--- src/rtl/serial_tx.sv ---
// rtl/serial_tx.sv - framed serial transmitter with optional even-parity bit
//
// Purpose:
//   Accepts a WIDTH-bit word through a VALID/READY handshake and sends it on
//   TX as: start bit (0), payload LSB first, optional even-parity bit, stop
//   bit (1). Each bit lasts BIT_CYCLES clock cycles. TX, READY and BUSY all
//   come straight from flops, so nothing on the input side reaches them
//   combinationally.
//
// Configuration:
//   SERIAL_TX_PARITY_EN - when defined, a PARITY state sends the XOR of all
//   payload bits between the last data bit and the stop bit. When undefined
//   the state and its logic do not exist and DATA goes straight to STOP.
//
// Ports:
//   C      in   1      clock, rising edge
//   R      in   1      synchronous active-high reset
//   DATA   in   WIDTH  parallel payload
//   VALID  in   1      DATA is valid
//   READY  out  1      word can be accepted (IDLE only)
//   TX     out  1      serial line, idle high
//   BUSY   out  1      frame on the line (always NOT READY)

module serial_tx #(
  parameter int WIDTH      = 8,
  parameter int BIT_CYCLES = 4
) (
  input  logic             C,
  input  logic             R,
  input  logic [WIDTH-1:0] DATA,
  input  logic             VALID,
  output logic             READY,
  output logic             TX,
  output logic             BUSY
);

  localparam int IDX_W = (WIDTH > 1) ? $clog2(WIDTH) : 1;
  localparam logic [IDX_W-1:0] LAST_IDX  = IDX_W'(WIDTH - 1);
  localparam logic [7:0]       LAST_TICK = 8'(BIT_CYCLES - 1);

`ifdef SERIAL_TX_PARITY_EN
  typedef enum logic [2:0] {S_IDLE, S_START, S_DATA, S_PARITY, S_STOP} state_e;
`else
  typedef enum logic [2:0] {S_IDLE, S_START, S_DATA, S_STOP} state_e;
`endif

  state_e           state_q, state_d;
  logic [7:0]       timer_q, timer_d;
  logic [IDX_W-1:0] idx_q, idx_d;
  logic [WIDTH-1:0] shift_q, shift_d;
  logic             tx_q, tx_d;
  logic             ready_q, ready_d;
  logic             busy_q, busy_d;
  logic             bit_done;
`ifdef SERIAL_TX_PARITY_EN
  logic             parity_q, parity_d;
`endif

  always_comb begin
    state_d  = state_q;
    timer_d  = timer_q;
    idx_d    = idx_q;
    shift_d  = shift_q;
`ifdef SERIAL_TX_PARITY_EN
    parity_d = parity_q;
`endif
    bit_done = (timer_q == LAST_TICK);

    // The bit timer runs whenever a frame is on the line and reloads at every
    // bit boundary, so each state lasts exactly BIT_CYCLES cycles.
    if (state_q != S_IDLE) begin
      timer_d = bit_done ? 8'd0 : timer_q + 8'd1;
    end

    case (state_q)
      S_IDLE: begin
        if (VALID) begin
          shift_d  = DATA;
`ifdef SERIAL_TX_PARITY_EN
          parity_d = ^DATA;
`endif
          timer_d  = 8'd0;
          idx_d    = '0;
          state_d  = S_START;
        end
      end
      S_START: begin
        if (bit_done) state_d = S_DATA;
      end
      S_DATA: begin
        if (bit_done) begin
          // Shift right so the next payload bit is always at shift[0].
          shift_d = shift_q >> 1;
          if (idx_q == LAST_IDX) begin
            idx_d = '0;
`ifdef SERIAL_TX_PARITY_EN
            state_d = S_PARITY;
`else
            state_d = S_STOP;
`endif
          end else begin
            idx_d = idx_q + 1'b1;
          end
        end
      end
`ifdef SERIAL_TX_PARITY_EN
      S_PARITY: begin
        if (bit_done) state_d = S_STOP;
      end
`endif
      S_STOP: begin
        if (bit_done) state_d = S_IDLE;
      end
      default: state_d = S_IDLE;
    endcase

    // Outputs are decoded from the next state and registered, so TX shows the
    // start bit in the cycle right after the accepting edge.
    tx_d = 1'b1;
    case (state_d)
      S_START:  tx_d = 1'b0;
      S_DATA:   tx_d = shift_d[0];
`ifdef SERIAL_TX_PARITY_EN
      S_PARITY: tx_d = parity_d;
`endif
      default:  tx_d = 1'b1;
    endcase
    ready_d = (state_d == S_IDLE);
    busy_d  = (state_d != S_IDLE);
  end

  always_ff @(posedge C) begin
    if (R) begin
      state_q  <= S_IDLE;
      timer_q  <= 8'd0;
      idx_q    <= '0;
      shift_q  <= '0;
      tx_q     <= 1'b1;
      ready_q  <= 1'b1;
      busy_q   <= 1'b0;
`ifdef SERIAL_TX_PARITY_EN
      parity_q <= 1'b0;
`endif
    end else begin
      state_q  <= state_d;
      timer_q  <= timer_d;
      idx_q    <= idx_d;
      shift_q  <= shift_d;
      tx_q     <= tx_d;
      ready_q  <= ready_d;
      busy_q   <= busy_d;
`ifdef SERIAL_TX_PARITY_EN
      parity_q <= parity_d;
`endif
    end
  end

  assign TX    = tx_q;
  assign READY = ready_q;
  assign BUSY  = busy_q;

endmodule

--- config.mk ---
export PLATFORM = sky130hd
export DESIGN_NAME = serial_tx
export DESIGN_NICKNAME = d
export VERILOG_FILES = /design/src/rtl/serial_tx.sv
export SDC_FILE = /design/constraint.sdc
export NUM_CORES = 1
export LEC_CHECK = 0
export CAP_MARGIN = 20
export CORE_MARGIN = 4
export CORE_UTILIZATION = 45
export CTS_CLUSTER_DIAMETER = 120
export CTS_CLUSTER_SIZE = 25
export DETAILED_ROUTE_END_ITERATION = 8
export PLACE_DENSITY = 0.72
export SLEW_MARGIN = 15
export SYNTH_ARGS = -nofsm -noshare
export SYNTH_HDL_FRONTEND = slang
export SYNTH_SLANG_ARGS = --single-unit
--- constraint.sdc ---
create_clock -name C -period 2.6 [get_ports C]
set_input_delay 0.26 -clock C [delete_from_list [all_inputs] [get_ports C]]
set_output_delay 0.26 -clock C [all_outputs]
set_load 0.01 [all_outputs]
Word-level counts from Yosys, hierarchy flattened
Cells that the tools add are included.
- register bits: 25
- input bits: 11
- reduce and logical (&&, ||, !) cells: 6
- multiplexer cells: 18
- $add $sub $neg: 2
- eq/ne operators: 9
- operators by type and width (cell ; count):
    8-bit two-way mux ; 6
    3-bit two-way mux ; 8
    8-bit one-hot mux with 2 select lines ; 1
    3-bit one-hot mux with 4 select lines ; 1
    3-bit by 2-bit == test with 1-bit output, second input constant ; 3
    8-bit by 1-bit adder with 8-bit output, second input constant ; 1
    8-bit by 2-bit == test with 1-bit output, second input constant ; 1
    3-bit by 1-bit == test with 1-bit output, second input constant ; 2
    3-bit zero test ; 2
    3-bit one-hot mux with 2 select lines ; 1
    3-bit nonzero test ; 2
    2-bit inequality test, second input constant ; 2
    3-bit by 1-bit adder with 3-bit output, second input constant ; 1
    3-bit == test, second input constant ; 1
    3-bit AND reduction ; 1
    1-bit one-hot mux with 2 select lines ; 1
    2-bit nonzero test ; 1

Longest topological paths before layout
- depth after elaboration: 6
- depth in mapped cells: 6
- mapped depth without buffers: 6

Worst setup path after synthesis
No wires, ideal clock.
- kind: flip-flop to flip-flop
- from: register timer_q[0]
- to: register idx_q[1]
- stages on the path, launching flop included: 6
- period minus slack after synthesis: 1700 ps
- buffers on the path: 0
- setup slack: 900 ps
- data required time: 2530 ps
- data arrival time: 1629 ps
- path through: dfxtp_1 > ha_1 > nor3b_2 > a31oi_2 > or4b_1 > a21oi_1
- cells in the longest elaborated chain, start to end: 3
- RTL lines (what ; line ; text):
    start: declaration ; 48 ; logic [7:0] timer_q, timer_d;
    start signal: assignment ; 146 ; timer_q <= timer_d;
    8-bit by 2-bit == test with 1-bit output ; 67 ; bit_done = (timer_q == LAST_TICK);
    2-bit inequality test (no source line) ; n/a ;
    3-bit AND reduction (no source line) ; n/a ;
    end signal: assignment ; 147 ; idx_q <= idx_d;
    end: declaration ; 49 ; logic [IDX_W-1:0] idx_q, idx_d;
Every way passes these cells.
A chain may end at the register's enable or synchronous reset.

Final worst setup path
Ends and elaborated chain as after synthesis.

==> impl_results.rst <==
.. list-table::
   :header-rows: 1

   * - Metric
     - Value
   * - Result of the run
     - finished clean
   * - Post-route clock period utilization
     - 83.0%
   * - Maximum operating frequency
     - roughly 460 MHz
   * - Seq cells post-synth
     - 25
   * - Biggest area contributors in the synthesized netlist
     - dfxtp_1, nand2_1, a21oi_1, a22oi_1, ha_1
   * - Fillers
     - between 200 and 250
   * - Via count normalized by instance count
     - between 5 and 6
   * - Transition time at the pin with the least slew margin
     - about 0.63 ns
   * - Critical path capture point type
     - flop
   * - Quantity of I/O buffers inserted on ports
     - 13
   * - Cells on worst reg2reg path
     - 5
   * - Final Skew
     - approximately 0.0017 ns
   * - Clock Sink Count
     - 25
   * - Total placed cells including tap cells
     - 170
   * - Vias in the first global route
     - 998
   * - DPL Wire Length
     - approximately 1700 microns
   * - Synthesis-to-layout area growth
     - 13.7%
   * - Final TNS setup
     - 0 ns
   * - Initial DRT Pass Iterations
     - 4
   * - Starting DRC count in detailed routing
     - 35
   * - Total wire length after detailed routing
     - about 2300 microns
   * - Cts-stage hold buffer count
     - 0
   * - CP Data Arrival Time
     - about 2.4 ns
   * - Number of cells upsized or downsized after cts
     - 0
   * - Top FF cell, synth
     - dfxtp_1
   * - Worst hold-check path type
     - flop to flop
   * - Starting density of the core
     - 47.7%
   * - Leakage component of the power
     - 0.486 nW
   * - Maximum level of the CTS H-tree
     - 1
   * - Clock Path Buffers
     - 2
   * - Worst rel slew slack
     - 58.2%
   * - Gate count of the mapped netlist
     - between 100 and 150
   * - Min Hold Slack
     - about 0.47 ns
   * - Average footprint of a synthesized cell
     - around 8.9 sq um
   * - Cell Area, Synth
     - approximately 1200 sq um
   * - Post-route DRC violation count
     - 0
   * - RSZ-0062 raised after global routing
     - no
   * - Cell with the most instances after synthesis
     - dfxtp_1
   * - Number of antenna violations at the first check in global routing
     - 0
   * - Core region area
     - 2500 sq um
   * - EDFF count, synth
     - 0
   * - Count of antenna-violating nets left after detailed routing
     - 0
   * - Cells on Worst Hold Path
     - 2
   * - Layout cells sized above 1
     - about 8.3%
   * - Vias after detailed routing
     - a little under 1000
   * - Hold violation count in the final report
     - 0
   * - Number of non-filler instances in the completed layout
     - 174
   * - GR Util All Layers
     - 15.8%
   * - Critical setup path kind
     - flop to flop
   * - Reg clk slew, reported paths
     - roughly 0.15 ns
   * - Minimum clock period
     - 2.16 ns
   * - CTS Root Cell
     - clkbuf_4
   * - Count of pins over their slew limit
     - 0
   * - Share of the synthesized area in the top cell type
     - 41.9%
   * - Sequential fraction of the synthesis area
     - 41.9%
   * - Register Area
     - ~500 sq um
   * - Global route total overflow
     - 0
   * - Number of maximum-capacitance constraint violations
     - 0
   * - PwrDens
     - 482 nW/um^2
   * - Post-CTS repair timing setup buffer count
     - 0
   * - Diodes inserted
     - 0
   * - Largest net degree at the start of global routing
     - 21
   * - Die Footprint
     - roughly 3500 sq um
   * - Power consumption
     - 0.655 mW
   * - TritonCTS buffer count
     - 3
   * - Highest fanout seen on the critical path
     - 12
   * - Count of endpoints failing setup in the final report
     - 0
   * - Clock tree from TritonCTS
     - done
   * - Required time of the critical path
     - between 2 and 3 ns
   * - Sort of element at the start of the critical path
     - flop
   * - Cell taking the most area after synthesis
     - dfxtp_1
   * - RePlAce Congestion
     - 0.818
   * - Vertical die dimension
     - ~60 microns
   * - Async S/R FF share, synth
     - 0%
   * - Commonest cells post-synth
     - dfxtp_1, nand2_1, a21oi_1
   * - Clock latency reported for the late side of the worst-skew pair
     - roughly 0.32 ns
   * - Post-detailed-placement cell area
     - between 1000 and 1500 sq um
   * - Placement Rows
     - 18
   * - Post-Synthesis Net Count
     - between 100 and 150
   * - Footprint of the multi-input gates
     - 633 sq um
   * - Global-route wire length before repair
     - 4320 microns
   * - Final nets
     - 159
   * - Distinct cell type count after synthesis
     - 42
   * - Post-route cell area
     - ~1400 sq um
   * - Largest voltage drop on the vdd net
     - roughly 0.37 mV
   * - Wire length per cell
     - 13.4 microns
   * - Warnings from Yosys
     - 0
   * - IO Pins
     - 14
   * - Die width
     - around 60 microns
logic make-up (layout without fill, tap and decap cells):
| logic type | after synthesis | count (layout) | share of synthesized area [%] |
|---|---|---|---|
| compound gates | 38 | 38 | 21.7 |
| fa+ha+maj | 3 | 3 | 3.14 |
| buf+inv | 12 | 22 | 5.03 |
| flops | 25 | 25 | 41.9 |
| mux | 2 | 2 | 1.78 |
| other cells | 1 | 1 | 0.314 |
| simple gates | 53 | 53 | 26.1 |
area by class of cell:
type                       instances  area share [%]
multi-input combinational         97            46.6
sequential                        25            36.9
timing repair buffer              15            10.7
tap                               30            2.76
clock buffer                       3            1.66
inverter                           3           0.829
clock inverter                     1           0.553
flip-flops by register name, summed over array words and instances, names as in the netlist:
name	cells
shift_q	8
timer_q	8
idx_q	3
state_q	3
BUSY	1
READY	1
TX	1
per-stage QoR:
step,worst slack [ns],util [%]
after floorplan,0.900,-
after global placement,0.608,53.1
after detailed placement,0.511,53.1
after CTS,0.470,54.3
after global routing,0.294,54.3
final,0.442,54.3
final timing paths:
path                end  slack (ns)       start
max            idx_q[1]        0.44  timer_q[0]
min          shift_q[4]        0.47  shift_q[4]
max reg2reg    idx_q[1]        0.44  timer_q[0]
min reg2reg  shift_q[4]        0.47  shift_q[4]
cell usage in the layout, fill, tap and decap left out, types with 4 or more instances in the layout:
| cell type | netlist | final |
|---|---|---|
| nand2_1 | 19 | 19 |
| a22oi_1 | 7 | 7 |
| a311oi_1 | 4 | 4 |
| a31oi_1 | 4 | 4 |
| clkdlybuf4s50_1 | 0 | 13 |
| dfxtp_1 | 25 | 25 |
| nor2_1 | 8 | 8 |
| a21oi_1 | 14 | 14 |
per-layer routing:
| layer | global-route usage [%] | vias to the layer above | part of all wire, % |
|---|---|---|---|
| met4 | 4.75 | 0 | 1.2 |
| met3 | 2.61 | 4 | 4.1 |
| li1 | - | 513 | - |
| met5 | 0 | - | 0 |
| met1 | 20.6 | 459 | 48 |
| met2 | 26.5 | 17 | 47 |
critical path, cell delays in order, from the launching register on:
cell	delay [ns]
dfxtp_1	0.41
ha_1	0.21
nor3b_2	0.44
a31oi_2	0.34
or4b_1	0.55
a21oi_1	0.15
power by group:
group / leakage (nW) / switching (mW) / internal (mW)
combinational: 0.268 / 0.0330 / 0.0354
clock: 0.0139 / 0.124 / 0.0587
sequential: 0.203 / 0.00907 / 0.394
total: 0.486 / 0.166 / 0.488
Power figures use the tool's default switching activity.
